<file path="src/rtl/efb_wb_arbiter.sv">
// Two-requester round-robin arbiter onto a single EFB wishbone port.
// Each access is latched, run on the bus until ack or timeout, then answered with a one-cycle ready.
module efb_wb_arbiter #(
    parameter int TIMEOUT = 255
) (
    input  logic        clk,
    input  logic        rst,
    input  logic        r0_valid,
    output logic        r0_ready,
    input  logic [3:0]  r0_wstrb,
    input  logic [7:0]  r0_addr,
    input  logic [7:0]  r0_wdata,
    output logic [31:0] r0_rdata,
    input  logic        r1_valid,
    output logic        r1_ready,
    input  logic [3:0]  r1_wstrb,
    input  logic [7:0]  r1_addr,
    input  logic [7:0]  r1_wdata,
    output logic [31:0] r1_rdata,
    output logic        wb_cyc,
    output logic        wb_stb,
    output logic        wb_we,
    output logic [7:0]  wb_adr,
    output logic [7:0]  wb_dat_o,
    input  logic [7:0]  wb_dat_i,
    input  logic        wb_ack,
    output logic [1:0]  grant,
    output logic        err_timeout
);

    typedef enum logic [1:0] {IDLE, BUS, DONE} state_t;

    // Wait count reached in the last permitted BUS cycle (first BUS cycle sees zero).
    localparam logic [7:0] LAST_WAIT = 8'(TIMEOUT - 1);

    state_t      state;
    logic [7:0]  wait_cnt;
    logic        last_served;
    logic        cyc;
    logic        pick1;
    logic [31:0] resp;
    logic        unused_strb;

    assign wb_cyc      = cyc;
    assign wb_stb      = cyc;
    assign unused_strb = ^{r0_wstrb[3:1], r1_wstrb[3:1]};

    always_comb begin
        pick1 = r1_valid;
        if (r0_valid && r1_valid)
            pick1 = ~last_served;
    end

    // An ack wins over the timeout when both land in the same cycle.
    assign resp = wb_ack ? {24'h0, wb_dat_i} : 32'h00BADADD;

    always_ff @(posedge clk or posedge rst) begin
        if (rst) begin
            state       <= IDLE;
            wait_cnt    <= 8'h00;
            last_served <= 1'b1;
            cyc         <= 1'b0;
            wb_we       <= 1'b0;
            wb_adr      <= 8'h00;
            wb_dat_o    <= 8'h00;
            grant       <= 2'b00;
            r0_ready    <= 1'b0;
            r1_ready    <= 1'b0;
            r0_rdata    <= 32'h0;
            r1_rdata    <= 32'h0;
            err_timeout <= 1'b0;
        end else begin
            r0_ready    <= 1'b0;
            r1_ready    <= 1'b0;
            err_timeout <= 1'b0;
            case (state)
                IDLE: begin
                    if (r0_valid || r1_valid) begin
                        wb_we       <= pick1 ? r1_wstrb[0] : r0_wstrb[0];
                        wb_adr      <= pick1 ? r1_addr : r0_addr;
                        wb_dat_o    <= pick1 ? r1_wdata : r0_wdata;
                        grant       <= pick1 ? 2'b10 : 2'b01;
                        last_served <= pick1;
                        wait_cnt    <= 8'h00;
                        cyc         <= 1'b1;
                        state       <= BUS;
                    end
                end
                BUS: begin
                    if (wb_ack || wait_cnt == LAST_WAIT) begin
                        cyc         <= 1'b0;
                        err_timeout <= ~wb_ack;
                        if (grant[1]) begin
                            r1_rdata <= resp;
                            r1_ready <= 1'b1;
                        end else begin
                            r0_rdata <= resp;
                            r0_ready <= 1'b1;
                        end
                        state <= DONE;
                    end else begin
                        wait_cnt <= wait_cnt + 8'h01;
                    end
                end
                DONE: begin
                    grant <= 2'b00;
                    state <= IDLE;
                end
                default: state <= IDLE;
            endcase
        end
    end

endmodule
</file>
<file path="config.mk">
export PLATFORM = sky130hd
export DESIGN_NAME = efb_wb_arbiter
export DESIGN_NICKNAME = d
export VERILOG_FILES = /design/src/rtl/efb_wb_arbiter.sv
export SDC_FILE = /design/constraint.sdc
export NUM_CORES = 1
export LEC_CHECK = 0
export ABC_AREA = 0
export BUFFER_PORTS_ARGS = -buffer_cell sky130_fd_sc_hd__buf_2
export CAP_MARGIN = 20
export CORE_ASPECT_RATIO = 0.5
export CORE_MARGIN = 2
export CORE_UTILIZATION = 45
export DETAILED_ROUTE_END_ITERATION = 12
export PLACE_DENSITY = 0.8
export SYNTH_ARGS = -nofsm -noshare
export SYNTH_HDL_FRONTEND = slang
export SYNTH_SLANG_ARGS = --single-unit
</file>
<file path="constraint.sdc">
create_clock -name clk -period 2 [get_ports clk]
set_input_delay 0.1 -clock clk [delete_from_list [all_inputs] [get_ports clk]]
set_output_delay 0.1 -clock clk [all_outputs]
set_load 0.02 [all_outputs]
</file>
* After elaboration in Yosys (flattened, before gate mapping)
Index checks and enable logic that the tools add are counted.
W data, S select, Z words.
** Cells by class
- $add $sub $neg :: 1
- Equal/unequal tests :: 6
- Multiplexer cells :: 25
- Bitwise gates (word level) :: 3
- Reduce and logical (&&, ||, !) cells :: 13
** Operators by type and width (number)
- $mux W8 :: 4
- $mux W24 :: 1
- $pmux W8 S2 :: 1
- $mux W1 :: 12
- $reduce_and A3 Y1 :: 4
- $add A8 B1 Y8 const B :: 1
- $eq A8 B8 Y1 const B :: 1
- $mux W2 :: 4
- $pmux W2 S2 :: 2
- $ne A2 B2 Y1 const B :: 3
- $reduce_and A2 Y1 :: 3
- $reduce_bool A2 Y1 :: 2
- $not A1 Y1 :: 3
- $eq A2 B1 Y1 const B :: 1
- $eq A2 B2 Y1 const B :: 1
- $logic_not A2 Y1 :: 1
- $logic_or A1 B1 Y1 :: 2
- $pmux W1 S2 :: 1
- $logic_and A1 B1 Y1 :: 1
** Word-level totals
- Register bits after elaboration :: 98
- Input bits :: 53
- Output and inout bits :: 88

* Longest topological paths before layout
- Depth after elaboration :: 5
- Depth in mapped cells :: 7

* Worst setup path before layout
Ideal clock, no wire load.
- Path type :: reg-to-reg
- Start :: reg wait_cnt[0]
- End :: reg wait_cnt[6]
- Arrival :: 1.578 ns
- Required time :: 1.866 ns
- Setup slack :: 0.288 ns
- Stages on the path, launching flop included :: 8
- Period minus slack after synthesis :: 1.712 ns
- Cell sequence :: dfrtp_1 inv_1 ha_1 and3_4 a211o_1 buf_6 o311ai_4 o41ai_2
** On the way
- Longest elaborated chain between the ends :: 4
- Elaborated cells between the ends (all ways) :: 7
- Classes of those cells :: 1 x add/sub; 2 x eq/ne; 2 x mux; 2 x reduce/logical
** Ends and longest elaborated chain
- from (decl) :: line 37 : logic [7:0] wait_cnt;
- from (signal assigned) :: line 102 : wait_cnt <= wait_cnt + 8'h01;
- parallel branches: the longest is 4 deep, another holds $add A8 B1 Y8
Several ways; the timed one is not identified. The select of a mux whose other input is x is not followed.
A chain may end at the register's enable or synchronous reset.

* Worst setup path after layout
Same ends and word-level chain as after synthesis.

==> results.md <==
* Outcome: finished clean
* Leakage at 1.686 nW
* Core Util, Final at 57.34%
* Crit Path Category: flop to flop
* Sequential share of the synthesized area at 47.99%
* CP startpoint: wait_cnt[0]
* Root buffer cell: clkbuf_16
* CTS tree: built
* Syn_area_per_cell at 10.44 um^2
* CTS H-tree depth at 2
* Port-buffer cells at 106
* Pint at 2.698 mW
* Vias in the first global route at 1945
* Yosys cell types at 42
* Worst EP arrival at 2.05 ns
* Leading area contributor after synthesis: dfrtp_1
* Cells along the critical path: inv_1 -> ha_1 -> and3_4 -> a211o_1 -> o311ai_4 -> o41ai_2
* Final Setup Violations at 0
* Die H at 58.92 um
* Final min period at 1.881 ns
* Cell Area, Synth at 0.002714 mm^2
* Critical path buffers and inverters at 1
* Number of synthesized flops with an enable pin at 0
* RSZ-0062 raised after global routing: false
* Vias per Instance at 4.899
* Hold WS at 0.06571 ns
* Post-route ant nets at 0
* Tot GR Track Use at 16.67%
* Die ar. at 0.006706 mm^2
* Vias post-DR at 2077
* Hold Fails Final Rpt at 0
* Sequential power share at 38.1%
* Max Slew Vio Count at 0
* Clock latency on the worst-skew pair at 0.29 ns
* Largest stage delay, worst path at 0.44 ns
* Clock Path Buffers at 2
* Register area at 0.001303 mm^2
* Fill count at 492
* Yosys top cell area share at 47.03%
* Startpoint types: flop
* Die width at 113.8 um
* 1st-iter DRT viols at 95
* Post-synth top cells: dfrtp_1 (51), buf_4 (49), nand2_1 (28)
* Logic pwr share at 43.4%
* Switching Share at 42.21%
* CP required at 2.17 ns
* Worst-path fanout max at 10
* N_diodes at 0
* Worst slew margin at 58.91%
* PD cells at 1439 mW/mm^2
* Slowest CP cell: a211o_1
* I/O pins at 141
* Area Overhead vs Synth at 19.55%
* Share of layout cells above drive strength 1 at 38.18%
* FMAX at 531.7 MHz
* Post-DP HPWL at 4150 um
* Post-CTS Setup Bufs at 0
* Rows at 19
* Worst-path clk slew at 0.07 ns
* Max Cap Viol at 0
* Largest net degree at the start of global routing at 31
* Multi-input logic area at 0.001070 mm^2
* HP Start: wb_dat_i[4]
* # nets final at 405
* Most common cell in the synthesized netlist: dfrtp_1
* Setup WS pre-CTS at 0.1369 ns
* Initial Util at 47.97%
* Peak VDD IR at 0.0005360 V
* Post-Synthesis Cells at 260
* Period utilization at 94.03%
* Initial antenna violation count at 0
* Total negative slack at 0 ns
* Routed wire length per instance at 13.02 um
* Post_cts resized at 0
* First-pass GRT wire length at 8797 um
* Final Worst Setup Slack at 0.1193 ns
* Tightest Hold Check Type: input port to flop
* Grt total ovfl at 0
* CTS Buf Count at 5
* Cts hold-fix bufs at 1
* Primary FF master, synth: dfrtp_1
* Yosys reg bits at 52
* Remaining DRCs at 0
* Routed WL at 5519 um
* Drt pass-1 iters at 4
* CTS sink count at 52
* Clock Power Share at 18.5%
* Critical Path End Type: flop
* Core Area at 0.005658 mm^2
* Clock skew at 0.005037 ns
* RR Startpoint: wait_cnt[0]
* Worst slew pin tran at 0.6154 ns
* Sw Pwr at 1.971 mW
* Final GP Congestion at 0.7381
* Delay-heaviest family, CP: compound AO/OA/AOI/OAI gates
* Synth top area cells: dfrtp_1 (47%), buf_4 (14%), mux2i_1 (6.6%), o21ai_0 (4.6%), nand2_1 (3.9%)
* Asr flop ratio synth at 100.0%
* Synth Warn # at 0
* Reg2Reg Setup Slack at 0.12 ns
## state kept, by name, indices dropped and copies added (netlist names)
signal	flops
wb_cyc	1
state	2
r0_rdata	9
last_served	1
err_timeout	1
r0_ready	1
wb_dat_o	8
wait_cnt	8
r1_rdata	9
r1_ready	1
grant	2
wb_adr	8
wb_we	1
## layout by cell type, fill, tap and decap left out, types with 2 or more instances in the layout
cell | Yosys | routed
clkbuf_16 | 0 | 5
nor2_1 | 12 | 12
a21oi_1 | 4 | 3
ha_1 | 2 | 2
and2_1 | 2 | 2
a2bb2oi_1 | 6 | 6
conb_1 | 1 | 28
o211ai_1 | 3 | 3
o21ai_0 | 25 | 25
buf_4 | 49 | 6
inv_1 | 8 | 7
buf_2 | 0 | 106
inv_6 | 0 | 2
o22ai_1 | 2 | 2
nand3_1 | 8 | 8
nand2_1 | 28 | 28
nor2b_1 | 2 | 2
mux2i_1 | 18 | 18
o31ai_1 | 2 | 2
o32a_1 | 6 | 6
dfrtp_1 | 51 | 51
## final timing paths
path	cells after the start	to
max	6	wait_cnt[6]
min	2	r0_rdata[4]
max reg2reg	6	wait_cnt[6]
min reg2reg	2	wb_adr[0]
max in group asynchronous	4	r0_rdata[5]
min in group asynchronous	3	r1_rdata[6]
## power by group through the flow
stage                     Clock, mW  Combinational, mW  Sequential [mW]
final                         0.863               2.03             1.78
after CTS                     0.890               2.02             1.78
after global routing          0.940               2.20             1.83
after floorplan                   0               1.01             2.21
after global placement            0               1.96             1.76
after detailed placement          0               2.02             1.79
## through the flow
stage	power [mW]	std cells	area, um^2
floorplan	3.217	287	2815
global placement	3.712	414	3069
detailed placement	3.804	414	3069
CTS	4.688	423	3229
global route	4.974	424	3244
finish	4.669	424	3244
## cells by family after synthesis
logic type               Yosys count  synth area share, %
AO/OA/AOI/OAI                     58                15.91
XOR/XNOR                           1               0.3228
adder cells (fa/ha/maj)            2               0.9219
buffers and inverters             66                16.46
flip-flops                        52                47.99
multiplexers                      19                7.054
other                              1               0.1382
AND/OR/NAND/NOR                   61                11.20
## routing by layer
metal	global-route usage, %	vias up	wire length, um
met4	5.401	0	32
li1	-	1003	-
met5	0	-	0
met3	4.428	5	365
met2	29.51	90	2733
met1	20.38	979	2386
## worst register-to-register path: stages (launching register included)
cell      delay (ns)
dfrtp_1         0.40
inv_1           0.07
ha_1            0.22
and3_4          0.21
a211o_1         0.44
o311ai_4        0.32
o41ai_2         0.11
## area by class of cell
cell class	instances	area share, %
flip-flops and latches	52	40.15
multi-input cells	169	32.97
repair buffers	114	18.51
clock buffers	5	3.857
well taps	73	2.815
inverters	8	0.9256
clock inverters	3	0.7713
Note: power is estimated with default switching activity, not from simulation.
